$ cat src/rtl/rom_sequencer_if.sv
// -----------------------------------------------------------------------------
// rom_sequencer_if
// Operand interface between the ROM sequencer and the CPU/manual mode mux.
//
// Signals:
//   mode        1 = ROM execution enabled, 0 = manual (sequencer idles)
//   restart     synchronous restart: pc, acc and halted cleared
//   alu_result  ALU output for the last issued operation
//   cpu_a       operand A to the mode mux
//   cpu_b       operand B to the mode mux
//   cpu_opcode  ALU opcode to the mode mux
//   cpu_valid   one-cycle pulse marking a new issue
//   pc          address of the current instruction
//   acc         accumulator
//   halted      high while the sequencer sits in HALT
//
// Modports:
//   master  the sequencer (drives operands and status)
//   slave   the consumer / controller (drives mode, restart, alu_result)
// -----------------------------------------------------------------------------
interface rom_sequencer_if #(
  parameter int ADDR_W = 3
);
  logic              mode;
  logic              restart;
  logic [7:0]        alu_result;
  logic [7:0]        cpu_a;
  logic [7:0]        cpu_b;
  logic [2:0]        cpu_opcode;
  logic              cpu_valid;
  logic [ADDR_W-1:0] pc;
  logic [7:0]        acc;
  logic              halted;

  modport master (
    input  mode,
    input  restart,
    input  alu_result,
    output cpu_a,
    output cpu_b,
    output cpu_opcode,
    output cpu_valid,
    output pc,
    output acc,
    output halted
  );

  modport slave (
    output mode,
    output restart,
    output alu_result,
    input  cpu_a,
    input  cpu_b,
    input  cpu_opcode,
    input  cpu_valid,
    input  pc,
    input  acc,
    input  halted
  );
endinterface

$ cat src/rtl/rom_sequencer.sv
// -----------------------------------------------------------------------------
// rom_sequencer
// Producer side of the operand interface feeding the CPU/manual mode mux.
// Walks a constant instruction ROM: fetches a word, issues operands to the
// ALU path, waits ALU_LAT cycles, then captures alu_result into the
// accumulator and advances the program counter. Runs only while mode=1.
//
// Ports:
//   clk    system clock, rising edge
//   rst_n  asynchronous active-low reset (synchronous release upstream)
//   bus    rom_sequencer_if.master: mode, restart, alu_result in;
//          cpu_a, cpu_b, cpu_opcode, cpu_valid, pc, acc, halted out
//
// ROM word layout (21 bits):
//   [20] HALT  [19] A_SRC (0 = IMM_A, 1 = acc)  [18:16] OPCODE
//   [15:8] IMM_A  [7:0] IMM_B
//
// Timing: operands and cpu_valid are registered as the FSM leaves ISSUE, so
// they become visible in the first WAIT cycle; the capture edge follows that
// edge by exactly ALU_LAT cycles. With ALU_LAT=1 an instruction takes
// FETCH + ISSUE + WAIT = 3 cycles.
// -----------------------------------------------------------------------------
module rom_sequencer #(
  parameter int DEPTH   = 8,
  parameter int ADDR_W  = 3,
  parameter int ALU_LAT = 1
) (
  input  logic                   clk,
  input  logic                   rst_n,
  rom_sequencer_if.master        bus
);

  localparam int CNT_W = $clog2(ALU_LAT + 1);

  typedef enum logic [2:0] {
    ST_IDLE  = 3'd0,
    ST_FETCH = 3'd1,
    ST_ISSUE = 3'd2,
    ST_WAIT  = 3'd3,
    ST_HALT  = 3'd4
  } state_t;

  // Constant program table; every unlisted address is a HALT word.
  function automatic logic [20:0] rom_word(input logic [ADDR_W-1:0] addr);
    logic [20:0] w;
    case (addr)
      ADDR_W'(0): w = {1'b0, 1'b0, 3'd0, 8'h05, 8'h03};
      ADDR_W'(1): w = {1'b0, 1'b1, 3'd1, 8'h00, 8'h02};
      ADDR_W'(2): w = {1'b0, 1'b1, 3'd0, 8'h00, 8'h10};
      default:    w = {1'b1, 20'h0_0000};
    endcase
    return w;
  endfunction

  state_t            r_state;
  state_t            w_state_next;
  logic [ADDR_W-1:0] r_pc;
  logic [7:0]        r_acc;
  logic [19:0]       r_word;
  logic [CNT_W-1:0]  r_cnt;
  logic [7:0]        r_cpu_a;
  logic [7:0]        r_cpu_b;
  logic [2:0]        r_cpu_op;
  logic              r_cpu_valid;
  logic              r_halted;

  logic [20:0]       w_rom_word;
  logic [ADDR_W-1:0] w_pc_inc;
  logic              w_do_fetch;
  logic              w_do_halt;
  logic              w_do_issue;
  logic              w_do_count;
  logic              w_do_capture;

  assign w_rom_word = rom_word(r_pc);
  assign w_pc_inc   = (r_pc == ADDR_W'(DEPTH - 1)) ? '0 : r_pc + ADDR_W'(1);

  // State register.
  always_ff @(posedge clk or negedge rst_n) begin
    if (!rst_n) begin
      r_state <= ST_IDLE;
    end else begin
      r_state <= w_state_next;
    end
  end

  // Next-state logic and per-cycle action strobes. restart overrides
  // everything; mode=0 aborts any in-flight instruction back to IDLE.
  always_comb begin
    w_state_next = r_state;
    w_do_fetch   = 1'b0;
    w_do_halt    = 1'b0;
    w_do_issue   = 1'b0;
    w_do_count   = 1'b0;
    w_do_capture = 1'b0;
    case (r_state)
      ST_IDLE: begin
        if (bus.mode) begin
          w_state_next = ST_FETCH;
        end else begin
          w_state_next = ST_IDLE;
        end
      end
      ST_FETCH: begin
        if (!bus.mode) begin
          w_state_next = ST_IDLE;
        end else if (w_rom_word[20]) begin
          w_state_next = ST_HALT;
          w_do_halt    = 1'b1;
        end else begin
          w_state_next = ST_ISSUE;
          w_do_fetch   = 1'b1;
        end
      end
      ST_ISSUE: begin
        if (!bus.mode) begin
          w_state_next = ST_IDLE;
        end else begin
          w_state_next = ST_WAIT;
          w_do_issue   = 1'b1;
        end
      end
      ST_WAIT: begin
        if (!bus.mode) begin
          w_state_next = ST_IDLE;
        end else if (r_cnt == CNT_W'(1)) begin
          w_state_next = ST_FETCH;
          w_do_capture = 1'b1;
        end else begin
          w_state_next = ST_WAIT;
          w_do_count   = 1'b1;
        end
      end
      ST_HALT: begin
        w_state_next = ST_HALT;
      end
      default: begin
        w_state_next = ST_IDLE;
      end
    endcase
    if (bus.restart) begin
      w_state_next = ST_IDLE;
      w_do_fetch   = 1'b0;
      w_do_halt    = 1'b0;
      w_do_issue   = 1'b0;
      w_do_count   = 1'b0;
      w_do_capture = 1'b0;
    end else begin
      w_state_next = w_state_next;
    end
  end

  // Program counter, accumulator and halted flag.
  always_ff @(posedge clk or negedge rst_n) begin
    if (!rst_n) begin
      r_pc     <= '0;
      r_acc    <= 8'h00;
      r_halted <= 1'b0;
    end else if (bus.restart) begin
      r_pc     <= '0;
      r_acc    <= 8'h00;
      r_halted <= 1'b0;
    end else begin
      if (w_do_capture) begin
        r_acc <= bus.alu_result;
        r_pc  <= w_pc_inc;
      end
      if (w_do_halt) begin
        r_halted <= 1'b1;
      end
    end
  end

  // Fetched instruction word (HALT bit is consumed directly from the ROM).
  always_ff @(posedge clk or negedge rst_n) begin
    if (!rst_n) begin
      r_word <= 20'h0_0000;
    end else if (w_do_fetch) begin
      r_word <= w_rom_word[19:0];
    end
  end

  // Issued operands: updated only on issue so they hold through WAIT and
  // across restart; cpu_valid is a single-cycle pulse.
  always_ff @(posedge clk or negedge rst_n) begin
    if (!rst_n) begin
      r_cpu_a     <= 8'h00;
      r_cpu_b     <= 8'h00;
      r_cpu_op    <= 3'd0;
      r_cpu_valid <= 1'b0;
    end else begin
      r_cpu_valid <= w_do_issue;
      if (w_do_issue) begin
        r_cpu_a  <= r_word[19] ? r_acc : r_word[15:8];
        r_cpu_b  <= r_word[7:0];
        r_cpu_op <= r_word[18:16];
      end
    end
  end

  // ALU latency counter: loaded on issue, counts down to 1 in WAIT.
  always_ff @(posedge clk or negedge rst_n) begin
    if (!rst_n) begin
      r_cnt <= '0;
    end else if (w_do_issue) begin
      r_cnt <= CNT_W'(ALU_LAT);
    end else if (w_do_count) begin
      r_cnt <= r_cnt - CNT_W'(1);
    end
  end

  assign bus.cpu_a      = r_cpu_a;
  assign bus.cpu_b      = r_cpu_b;
  assign bus.cpu_opcode = r_cpu_op;
  assign bus.cpu_valid  = r_cpu_valid;
  assign bus.pc         = r_pc;
  assign bus.acc        = r_acc;
  assign bus.halted     = r_halted;

endmodule

$ cat src/flat_wrapper.sv
// flat-port wrapper written by rule: the top's interface ports become plain ports
module rom_sequencer_flat 
#(
  parameter int DEPTH   = 8,
  parameter int ADDR_W  = 3,
  parameter int ALU_LAT = 1
)
  (clk, rst_n, bus_mode, bus_restart, bus_alu_result, bus_cpu_a, bus_cpu_b, bus_cpu_opcode, bus_cpu_valid, bus_pc, bus_acc, bus_halted);
  rom_sequencer_if #(.ADDR_W(ADDR_W)) bus_i ();
  input  logic clk;
  input  logic rst_n;
  input wire logic [$bits(bus_i.mode)-1:0] bus_mode;
  input wire logic [$bits(bus_i.restart)-1:0] bus_restart;
  input wire logic [$bits(bus_i.alu_result)-1:0] bus_alu_result;
  output wire logic [$bits(bus_i.cpu_a)-1:0] bus_cpu_a;
  output wire logic [$bits(bus_i.cpu_b)-1:0] bus_cpu_b;
  output wire logic [$bits(bus_i.cpu_opcode)-1:0] bus_cpu_opcode;
  output wire logic [$bits(bus_i.cpu_valid)-1:0] bus_cpu_valid;
  output wire logic [$bits(bus_i.pc)-1:0] bus_pc;
  output wire logic [$bits(bus_i.acc)-1:0] bus_acc;
  output wire logic [$bits(bus_i.halted)-1:0] bus_halted;
  assign bus_i.mode = bus_mode;
  assign bus_i.restart = bus_restart;
  assign bus_i.alu_result = bus_alu_result;
  assign bus_cpu_a = bus_i.cpu_a;
  assign bus_cpu_b = bus_i.cpu_b;
  assign bus_cpu_opcode = bus_i.cpu_opcode;
  assign bus_cpu_valid = bus_i.cpu_valid;
  assign bus_pc = bus_i.pc;
  assign bus_acc = bus_i.acc;
  assign bus_halted = bus_i.halted;
  rom_sequencer #(.DEPTH(DEPTH), .ADDR_W(ADDR_W), .ALU_LAT(ALU_LAT)) u_core (.clk(clk), .rst_n(rst_n), .bus(bus_i));
endmodule
$ cat config.mk
export PLATFORM = sky130hd
export DESIGN_NAME = rom_sequencer_flat
export DESIGN_NICKNAME = d
export VERILOG_FILES = /design/src/rtl/rom_sequencer_if.sv /design/src/rtl/rom_sequencer.sv /design/src/flat_wrapper.sv
export SDC_FILE = /design/constraint.sdc
export NUM_CORES = 1
export LEC_CHECK = 0
export CAP_MARGIN = 15
export CORE_MARGIN = 5
export CORE_UTILIZATION = 50
export DETAILED_ROUTE_END_ITERATION = 10
export GPL_TIMING_DRIVEN = 0
export MAX_ROUTING_LAYER = met4
export PLACE_DENSITY = 0.88
export SLEW_MARGIN = 10
export SYNTH_ARGS = -nofsm -noshare
export SYNTH_HDL_FRONTEND = slang
export SYNTH_SLANG_ARGS = --single-unit
$ cat constraint.sdc
create_clock -name clk -period 4.54 [get_ports clk]
set_input_delay 0.908 -clock clk [delete_from_list [all_inputs] [get_ports clk]]
set_output_delay 0.908 -clock clk [all_outputs]
set_load 0.01 [all_outputs]
==> out/results.txt, run 1 <==
Status: finished clean
Hold_buf cts: 0
Final Skew: 0.00727 ns
Setup TNS: 0 ns
Largest family of logic cells by synthesized area: simple AND/OR/NAND/NOR gates
DR vias/cell: 5.00
Final setup margin: 2.25 ns
Syn Area/Cell: 10.6 µm²
Cell taking the most area after synthesis: dfrtp_1
CP Capture Type: output port
Sequential share of power: 0.492
Worst Setup EP: bus_pc[0]
CTS Sinks: 34
HP Start: u_core.bus.cpu_b[1]
Max Clk Rate: 0.436 GHz
R2r endpoint: u_core.r_word[4]
Crit. Startpoint: u_core.bus.pc[0]
Hold depth: 1
Final min period: 2.29 ns
Place WS: 1.91 ns
Distinct cells, synth: 36
VDD IR max: 0.204 mV
First-pass GRT wire length: 5.85 mm
Post-Route WL: 3.52 mm
Data required, critical path: 3.63 ns
RSZ-0062 raised after global routing: no
Internal power: 0.533 mW
Slew HR: 0.499
Worst-Skew Late Latency: 0.34 ns
Die Footprint: 4560 µm²
Postcts setup bufs: 0
Root Buffer: clkbuf_4
Share of cells above drive strength 1: 0.150
WS Path Type: reg -> out
Max-slew violations: 0
I/O pin count: 44
Congestion Overflow GR: 0
Switch share: 0.262
N_diodes: 0
Ranking of synthesized cells by area: dfrtp_1 51%, a21oi_1 3.9%, ha_1 3.8%, mux2i_1 3.6%, o21ai_0 3.6%
Die H: 67.6 µm
Synth Area in Compound Gates: 0.113
Combinational share of power: 0.198
Total design power: 0.723 mW
Post-Synth XOR/XNOR Area: 0
Placed Area: 2090 µm²
Dpl hpwl: 2.58 mm
Register area share after synthesis: 0.514
Final setup violation count: 0
Mux cell area share after synthesis: 0.0974
NetSw: 0.190 mW
Max-Cap Viols: 0
Fin crit share: 0.505
NumNets Final: 222
Post-synth top area share: 0.514
Vias in the first global route: 1237
Worst path depth: 1
DRC viols: 0
Buf/Inv on CP: 1
DR WL/cell: 14.0 µm
Synth Area in Simple Gates: 0.145
Register area: 851 µm²
Synthesized area: 1660 µm²
Die width: 67.6 µm
Worst-path cell chain: clkdlybuf4s50_1
Worst R2R Setup Slack: 2.63 ns
Family with the most delay on the worst path: buffers and inverters
Global placement routability congestion: 0.846
Slew @ Worst Pin: 0.751 ns
Final instance area: 2170 µm²
Min-Delay Path Class: reg -> reg
CTS clk-pin slew, worst paths: 0.11 ns
Core area: 3280 µm²
# H-tree levels: 2
Synth Area in Adders: 0.0378
Port-buffer cells: 36
Clock share of power: 0.311
#FFs+latches synth: 34
Arr. time, crit path: 1.38 ns
Cells after synthesis: 156
Core Rows: 21
DRT Pass-1 Iters: 4
Leak pwr: 1.02 nW
Routed Antenna Nets: 0
CP max stage delay: 0.59 ns
Startpoint Class: flip-flop
Yosys Warn Count: 0
Area delta synth->final: 31.3%
Initial Util: 0.504
Reg2reg path depth: 5
Iter 0 DRT Violations: 75
Fillers: 258
TritonCTS Buffers: 5
Via Count: 1259
RR Startpoint: u_core.bus.pc[0]
Worst Path Max Fanout: 6
CTS tree: built
Antenna violations before repair: 0
Clk buf depth: 2
Multi-input gate area: 678 µm²
Post-CTS sizing: 0
Tot GR Track Use: 0.179
Pwr/cell area: 332 nW/µm²
Final Hold Viols: 0
Largest net degree at the start of global routing: 35
CP max stage cell: clkdlybuf4s50_1
==> cells in the mapped netlist <==
library cell / number
or4_1: 1
buf_2: 3
o32ai_1: 2
a21o_1: 1
nor3b_4: 1
clkbuf_1: 5
and2_1: 1
nand2b_1: 3
mux2_2: 5
nand3b_1: 1
nor2_1: 2
a211oi_1: 1
o21a_1: 1
buf_6: 1
nand3b_2: 1
nand2_1: 11
dfrtp_1: 34
mux2_4: 3
nor2b_1: 2
o21ai_0: 12
a21oi_1: 13
ha_1: 5
o211ai_1: 1
nor4_2: 1
nand4bb_1: 1
conb_1: 1
inv_1: 14
a21boi_0: 1
nand4b_1: 1
mux2i_1: 6
buf_4: 7
o21bai_1: 1
nand3_1: 9
nor3_1: 1
nor4b_1: 2
and3b_1: 1
==> cell families after synthesis <==
logic type / Yosys count
adder cells (fa/ha/maj): 5
AND/OR/NAND/NOR: 39
other: 1
flip-flops: 34
buffers and inverters: 30
AO/OA/AOI/OAI: 33
multiplexers: 14
==> through the flow <==
stage	hold slack [ns]	util	cells
after detailed placement	0.496	0.637	244
final	0.517	0.662	252
after floorplan	0.463	-	162
after global routing	0.540	0.662	252
after global placement	0.488	0.638	244
after CTS	0.522	0.662	252
==> how the worst min path moves through the flow <==
stage	to	slack, ns
after floorplan	u_core.r_cnt	0.46
after global placement	u_core.bus.cpu_opcode[0]	0.49
after detailed placement	u_core.bus.cpu_b[0]	0.50
after CTS	u_core.bus.cpu_a[0]	0.52
after global routing	u_core.bus.cpu_b[1]	0.54
final	u_core.bus.cpu_b[1]	0.52
==> layout by cell type, fill, tap and decap left out, types with 5 or more instances in the layout <==
| cell type | n |
|---|---|
| conb_1 | 7 |
| mux2i_1 | 6 |
| a21oi_1 | 13 |
| nand3_1 | 9 |
| nand2_1 | 11 |
| clkbuf_1 | 5 |
| clkdlybuf4s50_1 | 35 |
| clkbuf_4 | 5 |
| dfrtp_1 | 34 |
| ha_1 | 5 |
| buf_4 | 7 |
| inv_1 | 14 |
| mux2_2 | 5 |
| o21ai_0 | 12 |
==> power by group through the flow <==
stage,sequential [mW],clock [mW],combinational [mW]
floorplan,0.371,0,0.0552
global placement,0.360,0,0.141
detailed placement,0.362,0,0.145
CTS,0.356,0.231,0.146
global route,0.360,0.244,0.157
finish,0.355,0.224,0.143
==> sequential cells by signal, summed over array words and instances, names as in the netlist <==
| name | cells |
|---|---|
| u_core.bus.acc | 8 |
| u_core.bus.cpu_a | 8 |
| u_core.r_word | 5 |
| u_core.bus.cpu_b | 3 |
| u_core.bus.pc | 3 |
| u_core.r_state | 3 |
| u_core.bus.cpu_opcode | 1 |
| u_core.bus.cpu_valid | 1 |
| u_core.bus.halted | 1 |
| u_core.r_cnt | 1 |
==> final cells by class <==
class | count | area share
Buffer | 16 | 0.0449
Inverter | 14 | 0.0242
Multi-Input combinational cell | 98 | 0.312
Timing Repair Buffer | 36 | 0.163
Tap cell | 46 | 0.0265
Clock buffer | 5 | 0.0173
Clock inverter | 3 | 0.0207
Sequential cell | 34 | 0.391
==> per-layer routing <==
layer | GRT usage | wire [µm] | vias to the layer above
met5 | - | 0 | -
met4 | 0.0709 | 35 | 0
met3 | 0.0483 | 159 | 4
met2 | 0.284 | 1830 | 35
met1 | 0.214 | 1490 | 607
li1 | - | - | 613
No activity file was read; power rests on OpenSTA's default activity.
==> inputs of run 2 (changes only) <==
Settings changed: CORE_UTILIZATION 50 to 48, PLACE_DENSITY 0.88 to 0.85.
Clock period 4.54 ns to 2.2 ns, I/O delays scaled along.
==> run 2 against run 1 <==
Clock-buffer cell count increased by 1. Clock skew increased by 0.0065 ns. Combinational power increased by 110%. Critical endpoint unchanged. Clock power increased to 2.7 times the previous value. Design area increased by 1.3%. Largest power group unchanged. Hold slack got worse by 0.38 ns. Non-clock buffer count unchanged. Critical path depth unchanged. Highest routed layer unchanged.
==> out/results.txt, run 2 (synthesis results as in run 1) <==
Status: finished clean
Share of cells above drive strength 1: 0.150 (unchanged)
Initial Util: 0.496 (-0.00794)
Antenna violations before repair: 0 (unchanged)
Most frequent cells in the layout: 35 x clkdlybuf4s50_1, 34 x dfrtp_1, 14 x inv_1, 13 x a21oi_1, 12 x o21ai_0
Max-Cap Viols: 0 (unchanged)
# H-tree levels: 2 (unchanged)
Final setup violation count: 0 (unchanged)
Congestion Overflow GR: 0 (unchanged)
First-pass GRT wire length: 5.62 mm (-3.9%)
Iter 0 DRT Violations: 82 (+9.3%)
Grt peak-use layer: met2
Register area: 851 µm² (unchanged)
CTS clk-pin slew, worst paths: 0.11 ns (about the same)
NumNets Final: 222 (unchanged)
DR WL/cell: 13.4 µm (-3.9%)
Met1 usage: 0.199 (-0.0150)
CTS Sinks: 34 (unchanged)
Startpoint Class: flip-flop
Slew @ Worst Pin: 0.726 ns (-0.0252 ns)
Fillers: 271 (+5.0%)
Routed Antenna Nets: 0 (unchanged)
Final Skew: 0.0138 ns (+0.00653 ns)
Pwr/cell area: 737 nW/µm² (+120%)
Post-layout util: 0.660 (-0.00180)
Post-Route WL: 3.38 mm (-3.9%)
I/O pin count: 44 (unchanged)
Worst-path cell chain: clkdlybuf4s50_1
Dpl hpwl: 2.53 mm (-1.8%)
CP max stage delay: 0.58 ns (about the same)
N_diodes: 0 (unchanged)
Fin crit share: 0.817
Arr. time, crit path: 1.36 ns (-0.02 ns)
Global placement routability congestion: 0.868 (+2.6%)
DRT Pass-1 Iters: 4 (unchanged)
Min-Delay Path Class: in -> async
Postcts setup bufs: 0 (unchanged)
Family with the most delay on the worst path: buffers and inverters
Root Buffer: clkbuf_4
Clk buf depth: 2 (unchanged)
Max Clk Rate: 0.557 GHz
Buf/Inv on CP: 1 (unchanged)
Via Count: 1260 (+0.079%)
RSZ-0062 raised after global routing: no
Area delta synth->final: 33.0%
Vias in the first global route: 1243 (+0.49%)
Tot GR Track Use: 0.166 (-0.0122)
WS Path Type: reg -> out
Die width: 68.7 µm (+1.8%)
Core Rows: 21 (unchanged)
Data required, critical path: 1.76 ns (-1.87 ns)
Core area: 3340 µm² (+1.6%)
CTS tree: built
Final min period: 1.80 ns
Multi-input gate area: 678 µm² (unchanged)
Hold_buf cts: 0 (unchanged)
Met2 usage: 0.263 (-0.0209)
Worst-Skew Late Latency: 0.34 ns (about the same)
Die H: 68.7 µm (+1.8%)
Commonest non-fill, non-tap cell in the layout: clkdlybuf4s50_1
Setup TNS: 0 ns (unchanged)
CP max stage cell: clkdlybuf4s50_1
Slew HR: 0.516 (+0.0168)
Max-slew violations: 0 (unchanged)
VDD IR max: 0.562 mV (+180%)
Port-buffer cells: 36 (unchanged)
DR vias/cell: 5.00 (about the same)
CP Capture Type: output port
Final Hold Viols: 0 (unchanged)
DRC viols: 0 (unchanged)
Die Footprint: 4730 µm² (+3.5%)
Post-CTS sizing: 0 (unchanged)
Leak pwr: 1.04 nW (+2.1%)
TritonCTS Buffers: 5 (unchanged)
Worst Path Max Fanout: 6 (unchanged)
Grt met3 use: 0.0454 (-0.00287)
Largest net degree at the start of global routing: 35 (unchanged)
run 2: path summary, 6_finish.rpt:
path                       cells past startpoint                  end           startpoint  slack [ns]
max in group asynchronous                      1    u_core.r_state[0]                rst_n        1.58
min in group clk                               1  u_core.bus.cpu_b[4]  u_core.bus.cpu_b[4]        0.51
hold reg to reg                                1  u_core.bus.cpu_b[4]  u_core.bus.cpu_b[4]        0.51
hold / removal                                 1  u_core.bus.cpu_a[1]                rst_n        0.14
setup / recovery                               1            bus_pc[0]     u_core.bus.pc[0]        0.40
setup reg to reg                               5     u_core.r_word[4]     u_core.bus.pc[1]        0.45
run 2: per-stage QoR:
| step | cell area (µm²) | setup slack [ns] | hold slack (ns) | power [mW] | cells |
|---|---|---|---|---|---|
| 2_1_floorplan | 1680 | 0.582 | 0.144 | 0.880 | 162 |
| 3_5_place_dp | 2090 | 0.0406 | 0.493 | 1.05 | 244 |
| 3_3_place_gp | 2100 | 0.0458 | 0.487 | 1.03 | 244 |
| 5_1_grt | 2200 | 0.266 | 0.188 | 1.70 | 252 |
| 4_1_cts | 2200 | 0.391 | 0.156 | 1.64 | 252 |
| 6_report | 2200 | 0.403 | 0.139 | 1.62 | 252 |
run 2: area by class of cell:
type	count	share of cell area
Sequential cell	34	0.386
Clock buffer	6	0.0233
Buffer	16	0.0443
Inverter	14	0.0239
Clock inverter	2	0.0273
Multi-Input combinational cell	98	0.308
Tap cell	46	0.0261
Timing Repair Buffer	36	0.161
run 2: report_power, final:
group	switching, mW	internal, mW	total [mW]	leakage (nW)
Sequential	0.0415	0.693	0.735	0.446
Clock	0.209	0.385	0.594	0.0585
Combinational	0.127	0.168	0.295	0.540
run 2: routing by layer:
metal | vias up | part of all wire
met4 | 0 | 0.021
met5 | - | 0
met3 | 7 | 0.056
li1 | 615 | -
met1 | 600 | 0.43
met2 | 38 | 0.49
==> inputs of run 3 (changes only) <==
Clock period 2.2 ns to 1.8 ns, I/O delays scaled along.
==> run 3 against run 2 <==
Register-to-register slack worse by 0.31 ns. Clock power is 22% higher. Power is 22% higher. Combinational power is 23% higher. Hold slack worse by 0.075 ns. Clock-buffer cell count stayed put. Sequential share of layout area is 0.24 points lower. Global-route usage stayed put. Setup slack worse by 0.32 ns. Final cell count stayed put. Clock skew hardly changed. Sequential power is 22% higher.
==> out/results.txt, run 3 (synthesis results as in run 1) <==
I/O pin count: 44 (unchanged)
Slew @ Worst Pin: 0.729 ns (+0.00303 ns)
Arr. time, crit path: 1.35 ns (about the same)
Status: finished clean
Tot GR Track Use: 0.166 (unchanged)
Core Rows: 21 (unchanged)
Worst R2R Setup Slack: 0.14 ns (-0.31 ns)
WS Path Type: reg -> out
CP max stage delay: 0.58 ns (about the same)
Worst-path cell chain: clkdlybuf4s50_1
RSZ-0062 raised after global routing: no
R2r endpoint: u_core.r_word[4]
Die H: 68.7 µm (unchanged)
Startpoint Class: flip-flop
VDD IR max: 0.687 mV (+22%)
Total design power: 1.98 mW (+22%)
Most frequent cells in the layout: 35 x clkdlybuf4s50_1, 34 x dfrtp_1, 14 x inv_1, 13 x a21oi_1, 12 x o21ai_0
Leak pwr: 1.05 nW (about the same)
Layout Cells excl Fill: 252 (unchanged)
Max-Cap Viols: 0 (unchanged)
Register area: 851 µm² (unchanged)
CTS clk-pin slew, worst paths: 0.11 ns (about the same)
Post-layout util: 0.664 (+0.00413)
Congestion Overflow GR: 0 (unchanged)
DRC viols: 0 (unchanged)
CTS tree: built
Fillers: 269 (-0.74%)
Fin crit share: 0.951
Routed Antenna Nets: 0 (unchanged)
Multi-input gate area: 692 µm² (+2.0%)
NetSw: 0.461 mW (+22%)
CP max stage cell: clkdlybuf4s50_1
RR Startpoint: u_core.bus.pc[1]
Final Hold Viols: 0 (unchanged)
Slew HR: 0.514 (-0.00202)
Max Clk Rate: 0.584 GHz
Buf/Inv on CP: 1 (unchanged)
Via Count: 1262 (+0.16%)
Largest net degree at the start of global routing: 35 (unchanged)
Worst Path Max Fanout: 6 (unchanged)
Family with the most delay on the worst path: buffers and inverters
Iter 0 DRT Violations: 88 (+7.3%)
Reg2reg path depth: 5 (unchanged)
First-pass GRT wire length: 5.62 mm (unchanged)
Setup TNS: 0 ns (unchanged)
Vias in the first global route: 1243 (unchanged)
Final min period: 1.71 ns
Antenna violations before repair: 0 (unchanged)
Internal power: 1.52 mW (+22%)
Worst-Skew Late Latency: 0.34 ns (about the same)
Min-Delay Path Class: in -> async
Data required, critical path: 1.44 ns (-0.32 ns)
Share of cells above drive strength 1: 0.155 (+0.00485)
Place WS: -0.279 ns (-0.320 ns)
Final setup violation count: 0 (unchanged)
WHS: 0.0645 ns (-0.0746 ns)
Sequential share of power: 0.452 (about the same)
Die width: 68.7 µm (unchanged)
Core area: 3340 µm² (unchanged)
# H-tree levels: 2 (unchanged)
Final setup margin: 0.0884 ns (-0.315 ns)
Placed Area: 2090 µm² (unchanged)
Clock share of power: 0.365 (about the same)
Initial Util: 0.496 (unchanged)
Commonest non-fill, non-tap cell in the layout: clkdlybuf4s50_1
CTS Sinks: 34 (unchanged)
Post-Route WL: 3.41 mm (+0.77%)
Final instance area: 2220 µm² (+0.62%)
NumNets Final: 222 (unchanged)
Global placement routability congestion: 0.868 (unchanged)
Die Footprint: 4730 µm² (unchanged)
Dpl hpwl: 2.53 mm (unchanged)
TritonCTS Buffers: 5 (unchanged)
Area delta synth->final: 33.8%
Max-slew violations: 0 (unchanged)
Switch share: 0.232 (-0.000440)
N_diodes: 0 (unchanged)
Port-buffer cells: 36 (unchanged)
DR WL/cell: 13.5 µm (+0.77%)
Clk buf depth: 2 (unchanged)
Placed Cells: 244 (unchanged)
Combinational share of power: 0.183 (about the same)
Root Buffer: clkbuf_4
Final Skew: 0.0137 ns (-0.000147 ns)
CP Capture Type: output port
Pwr/cell area: 895 nW/µm² (+21%)
DRT Pass-1 Iters: 4 (unchanged)
DR vias/cell: 5.01 (+0.16%)
-- run 3: cell counts in the layout (fill, tap and decap cells not counted) --
No cell type changed its count.
-- run 3: layout make-up --
| cell class | instances | area share |
|---|---|---|
| sequential | 34 | 0.384 |
| multi-input combinational | 98 | 0.312 |
| timing repair buffer | 36 | 0.160 |
| buffer | 16 | 0.0440 |
| clock inverter | 2 | 0.0271 |
| tap | 46 | 0.0260 |
| inverter | 14 | 0.0237 |
| clock buffer | 6 | 0.0231 |
-- run 3: power by group through the flow --
stage / Combinational (mW) / Sequential, mW / Clock (mW)
2_1_floorplan: 0.139 / 0.936 / 0
3_3_place_gp: 0.357 / 0.907 / 0
3_5_place_dp: 0.365 / 0.916 / 0
4_1_cts: 0.366 / 0.900 / 0.738
5_1_grt: 0.397 / 0.908 / 0.772
6_report: 0.362 / 0.898 / 0.724
-- run 3: metal layers --
layer	global-route usage	part of all wire	vias up
li1	-	-	617
met1	0.199	0.43	600
met2	0.263	0.50	38
met3	0.0454	0.052	7
met4	0.0730	0.021	0
met5	-	0	-
-- run 3: worst max path at each step --
stage	slack, ns	depth (start not counted)	startpoint	to
floorplan	0.18	5	u_core.bus.pc[1]	u_core.r_word[16]
global placement	-0.27	4	bus_restart	u_core.r_word[4]
detailed placement	-0.28	4	bus_restart	u_core.r_word[4]
CTS	0.05	5	u_core.bus.pc[1]	u_core.r_word[4]
global route	0.02	5	u_core.bus.pc[1]	u_core.r_word[4]
finish	0.09	1	u_core.bus.pc[0]	bus_pc[0]
-- run 3: what timing repair did --
| action | in CTS | in global routing |
|---|---|---|
| hold buffers | 0 | 0 |
| gates resized for setup | 0 | 2 |
| setup buffers | 0 | 0 |
| setup endpoints to repair | 0 | 3 |
==> variant 1 (config.mk and constraints of run 2) <==
Encoding of `state_t`: now one-hot (5 bits for 5 states).
--- a/src/rtl/rom_sequencer.sv
+++ b/src/rtl/rom_sequencer.sv
@@ -34,8 +34,8 @@
 
-  typedef enum logic [2:0] {
-    ST_IDLE  = 3'd0,
-    ST_FETCH = 3'd1,
-    ST_ISSUE = 3'd2,
-    ST_WAIT  = 3'd3,
-    ST_HALT  = 3'd4
+  typedef enum logic [4:0] {
+    ST_IDLE  = 5'b00001,
+    ST_FETCH = 5'b00010,
+    ST_ISSUE = 5'b00100,
+    ST_WAIT  = 5'b01000,
+    ST_HALT  = 5'b10000
   } state_t;
Behaviour: no difference found for any inputs over 10 cycles, from zero or initial values and one cycle with rst_n low; not proved beyond that.
==> variant 1 against run 2 <==
Clock skew is 0.011 ns lower. Register-to-register slack worse by 0.13 ns. Sequential cell count is 2 higher. Synthesized cell count is 15% higher. Cell area is 8.1% higher. Setup slack worse by 0.32 ns. Area after synthesis is 12% higher. Routed wire length is 19% higher. Power is 16% lower. Critical path depth is 3 higher. Count of clock-buffer cells in the layout is 1 higher. Core utilization is 1.5 points lower. Highest routed layer unchanged.
==> variant 1: results <==
set metrics [dict create \
    status "finished clean" \
    syn_avg_cell_area_um2 10.3 \
    synth_mux_area_frac 0.0629 \
    synthXorXnorAreaFrac 0.00947 \
    critPathCaptureType "register" \
    grt_usage 0.169 \
    grt_max_degree 37 \
    powerDensity_nw_per_um2 575 \
    synth_area_leaders "dfrtp_1 (47%), o21ai_0 (4.1%), a21oi_1 (3.8%), ha_1 (3.4%), mux2i_1 (3.2%)" \
    drive_gt1_frac 0.143 \
    final.fill_count 308 \
    whs_ns 0.222 \
    root_buffer "clkbuf_8" \
    fmax_ghz 0.473 \
    cp_top_family "simple AND/OR/NAND/NOR gates" \
    placed_area_um2 2290 \
    via_per_inst 5.31 \
    clkTransAtPathRegs_ns 0.07 \
    powerComb_uw 160 \
    timing.rr.start "u_core.r_state[4]" \
    grt_pass1_wl_um 6580 \
    fin_nets 246 \
    ys_seq_area_frac 0.488 \
    synth_cell_types 45 \
    ff2ff_setup_slack_ns 0.32 \
    r2r-end "u_core.r_word[1]" \
    wl_per_cell_um 14.5 \
    power.switching_uw 338 \
    floorplan.initialDensity 0.501 \
    place_hpwl_um 2870 \
    seqCellArea_um2 902 \
    leakagePower_nw 1.08 \
    synth-compound-area-share 0.135 \
    tightestPinTransition_ns 0.782 \
    vias 1477 \
    synth_top_cells_by_count "dfrtp_1 (35), o21ai_0 (15), a21oi_1 (14), inv_1 (13), nand2_1 (11)" \
    slowest_stage "or3b_2" \
    crit_start "bus_restart" \
    io_buffers 36 \
    place_ws_ns -0.192 \
    peakVddDrop_uv 406 \
]
==> variant 1: cell count changes in the layout (fill, tap and decap cells not counted), moves of 3 or more <==
| cell | run 2 | this run |
|---|---|---|
| o21ai_0 | 12 | 15 |
| clkbuf_8 | 1 | 6 |
| nor2_1 | 2 | 7 |
| mux2_4 | 3 | 0 |
| clkbuf_4 | 5 | 0 |
| nand4b_1 | 1 | 4 |
| buf_2 | 4 | 7 |
==> variant 1: metal layers <==
metal  GRT usage  vias to the layer above  share of wire
met5           -                        -              0
met3      0.0374                        7          0.055
met2       0.249                       49           0.47
li1            -                      718              -
met4      0.0626                        0          0.016
met1       0.229                      703           0.46
==> variant 1: area by class of cell <==
type	count	share of cell area
flip-flops and latches	36	0.379
repair buffers	36	0.149
clock buffers	7	0.0363
well taps	48	0.0252
clock inverters	1	0.00315
plain buffers	21	0.0504
multi-input cells	116	0.336
inverters	13	0.0205
==> variant 2 (settings of run 2) <==
Made on the original files. `ADDR_W` is set to 3 in 3 places; all go to 2.
--- a/src/rtl/rom_sequencer_if.sv
+++ b/src/rtl/rom_sequencer_if.sv
@@ -21,3 +21,3 @@
 interface rom_sequencer_if #(
-  parameter int ADDR_W = 3
+  parameter int ADDR_W = 2
 );
--- a/src/rtl/rom_sequencer.sv
+++ b/src/rtl/rom_sequencer.sv
@@ -24,3 +24,3 @@
   parameter int DEPTH   = 8,
-  parameter int ADDR_W  = 3,
+  parameter int ADDR_W  = 2,
   parameter int ALU_LAT = 1
--- a/src/flat_wrapper.sv
+++ b/src/flat_wrapper.sv
@@ -4,3 +4,3 @@
   parameter int DEPTH   = 8,
-  parameter int ADDR_W  = 3,
+  parameter int ADDR_W  = 2,
   parameter int ALU_LAT = 1
Interface: changed (resized bus_pc); port bits go from 44 to 43. No check against the original RTL was run, so the function may have changed too.
==> variant 2 against run 2 <==
Setup slack improved by 0.011 ns. Count of clock-buffer cells in the layout increased by 1. Area after synthesis decreased by 8.6%. First-iteration DRC count decreased by 50%. Power decreased by 17%. Routed wire length decreased by 12%. Cell area decreased by 9.4%. Sequential cell count decreased by 1. Combinational power decreased by 8.1%. Die area decreased by 7.4%. Largest cell class unchanged. Largest power group unchanged.
==> variant 2: results <==
set metrics [dict create \
    leakagePower_nw 0.935 \
    via_per_inst 4.80 \
    yosys_most_used_dff "dfrtp_1" \
    met2_length_um 1390 \
    peakVddDrop_uv 322 \
    p_sw_frac 0.253 \
    crit_path_max_incr_delay_ns 0.58 \
    place_ws_ns 0.141 \
    placed_area_um2 1930 \
    clk_latency_ns 0.33 \
    arrival_ns 1.35 \
    grt_usage 0.159 \
    ys_seq_area_frac 0.545 \
    grt_max_degree 34 \
    gp_congestion 0.760 \
    htree_levels 2 \
    ctsResizeCount 0 \
    synth_mux_area_frac 0.136 \
    post-cts-setup-buffers 0 \
    synth_area_leaders "dfrtp_1 (55%), a22o_1 (5.2%), mux2i_1 (4.6%), ha_1 (4.1%), mux2_1 (3.7%)" \
    drive_gt1_frac 0.175 \
    synth-edff-count 0 \
    drt_iter0_markers 41 \
    pg_seq_uw 699 \
    grt_use_met2 0.248 \
    pwr-share-seq 0.517 \
    use_met1 0.187 \
    numCtsBuffers 5 \
    met3WireLength_um 207 \
    antenna_found_initial 0 \
    drc_errors 0 \
    place_hpwl_um 2200 \
    final.setup_skew_ns 0.00722 \
    dpl.cell_count 207 \
    gr-usage-met3 0.0374 \
    instances_no_fill 215 \
    synth_cell_types 29 \
    synthAdderAreaFrac 0.0413 \
    wl_met1_um 1290 \
    routed_wl_um 2970 \
    clk-power_uw 382 \
    hp-class "in -> async" \
    cp_top_family "buffers and inverters" \
    cp_max_fo 6 \
    syn_inst 123 \
    synth-compound-area-share 0.0736 \
    synth_top_cells_by_count "dfrtp_1 (33), nand2_1 (13), inv_1 (12), a22o_1 (9)" \
    yosysWarnings 0 \
    grt_pass1_wl_um 5000 \
    top_layer "met4" \
    tightestPinTransition_ns 0.712 \
    grt_pass1_vias 1038 \
    io_buffers 34 \
    fin_nets 187 \
    slowest_stage "clkdlybuf4s50_1" \
    status "finished clean" \
]
variant 2: changes by cell type in the layout (fill, tap and decap cells not counted), moves of 3 or more:
cell      change
nor2_1        +3
o21ai_0      -11
clkbuf_1      -4
a22o_1        +9
nand3_1       -9
mux2_1        +5
a21oi_1      -11
variant 2: cell type report:
type	instances	area, µm²
fill	237	1030
sequential	33	826
multi-input combinational	73	582
timing repair buffer	34	335
buffer	11	83.8
clock buffer	7	65.1
tap	44	55.1
inverter	12	45.0
clock inverter	1	5.00
variant 2: worst paths after layout:
path	slack (ns)	depth (start not counted)	endpoint	start
max	0.41	1	bus_pc[0]	u_core.bus.pc[0]
min	0.15	1	u_core.bus.acc[1]	rst_n
max reg2reg	0.60	4	u_core.r_word[10]	u_core.bus.pc[0]
min reg2reg	0.50	1	u_core.r_word[4]	u_core.r_word[4]
max in group asynchronous	1.59	1	u_core.bus.cpu_opcode[0]	rst_n
min in group clk	0.29	2	u_core.bus.halted	bus_restart
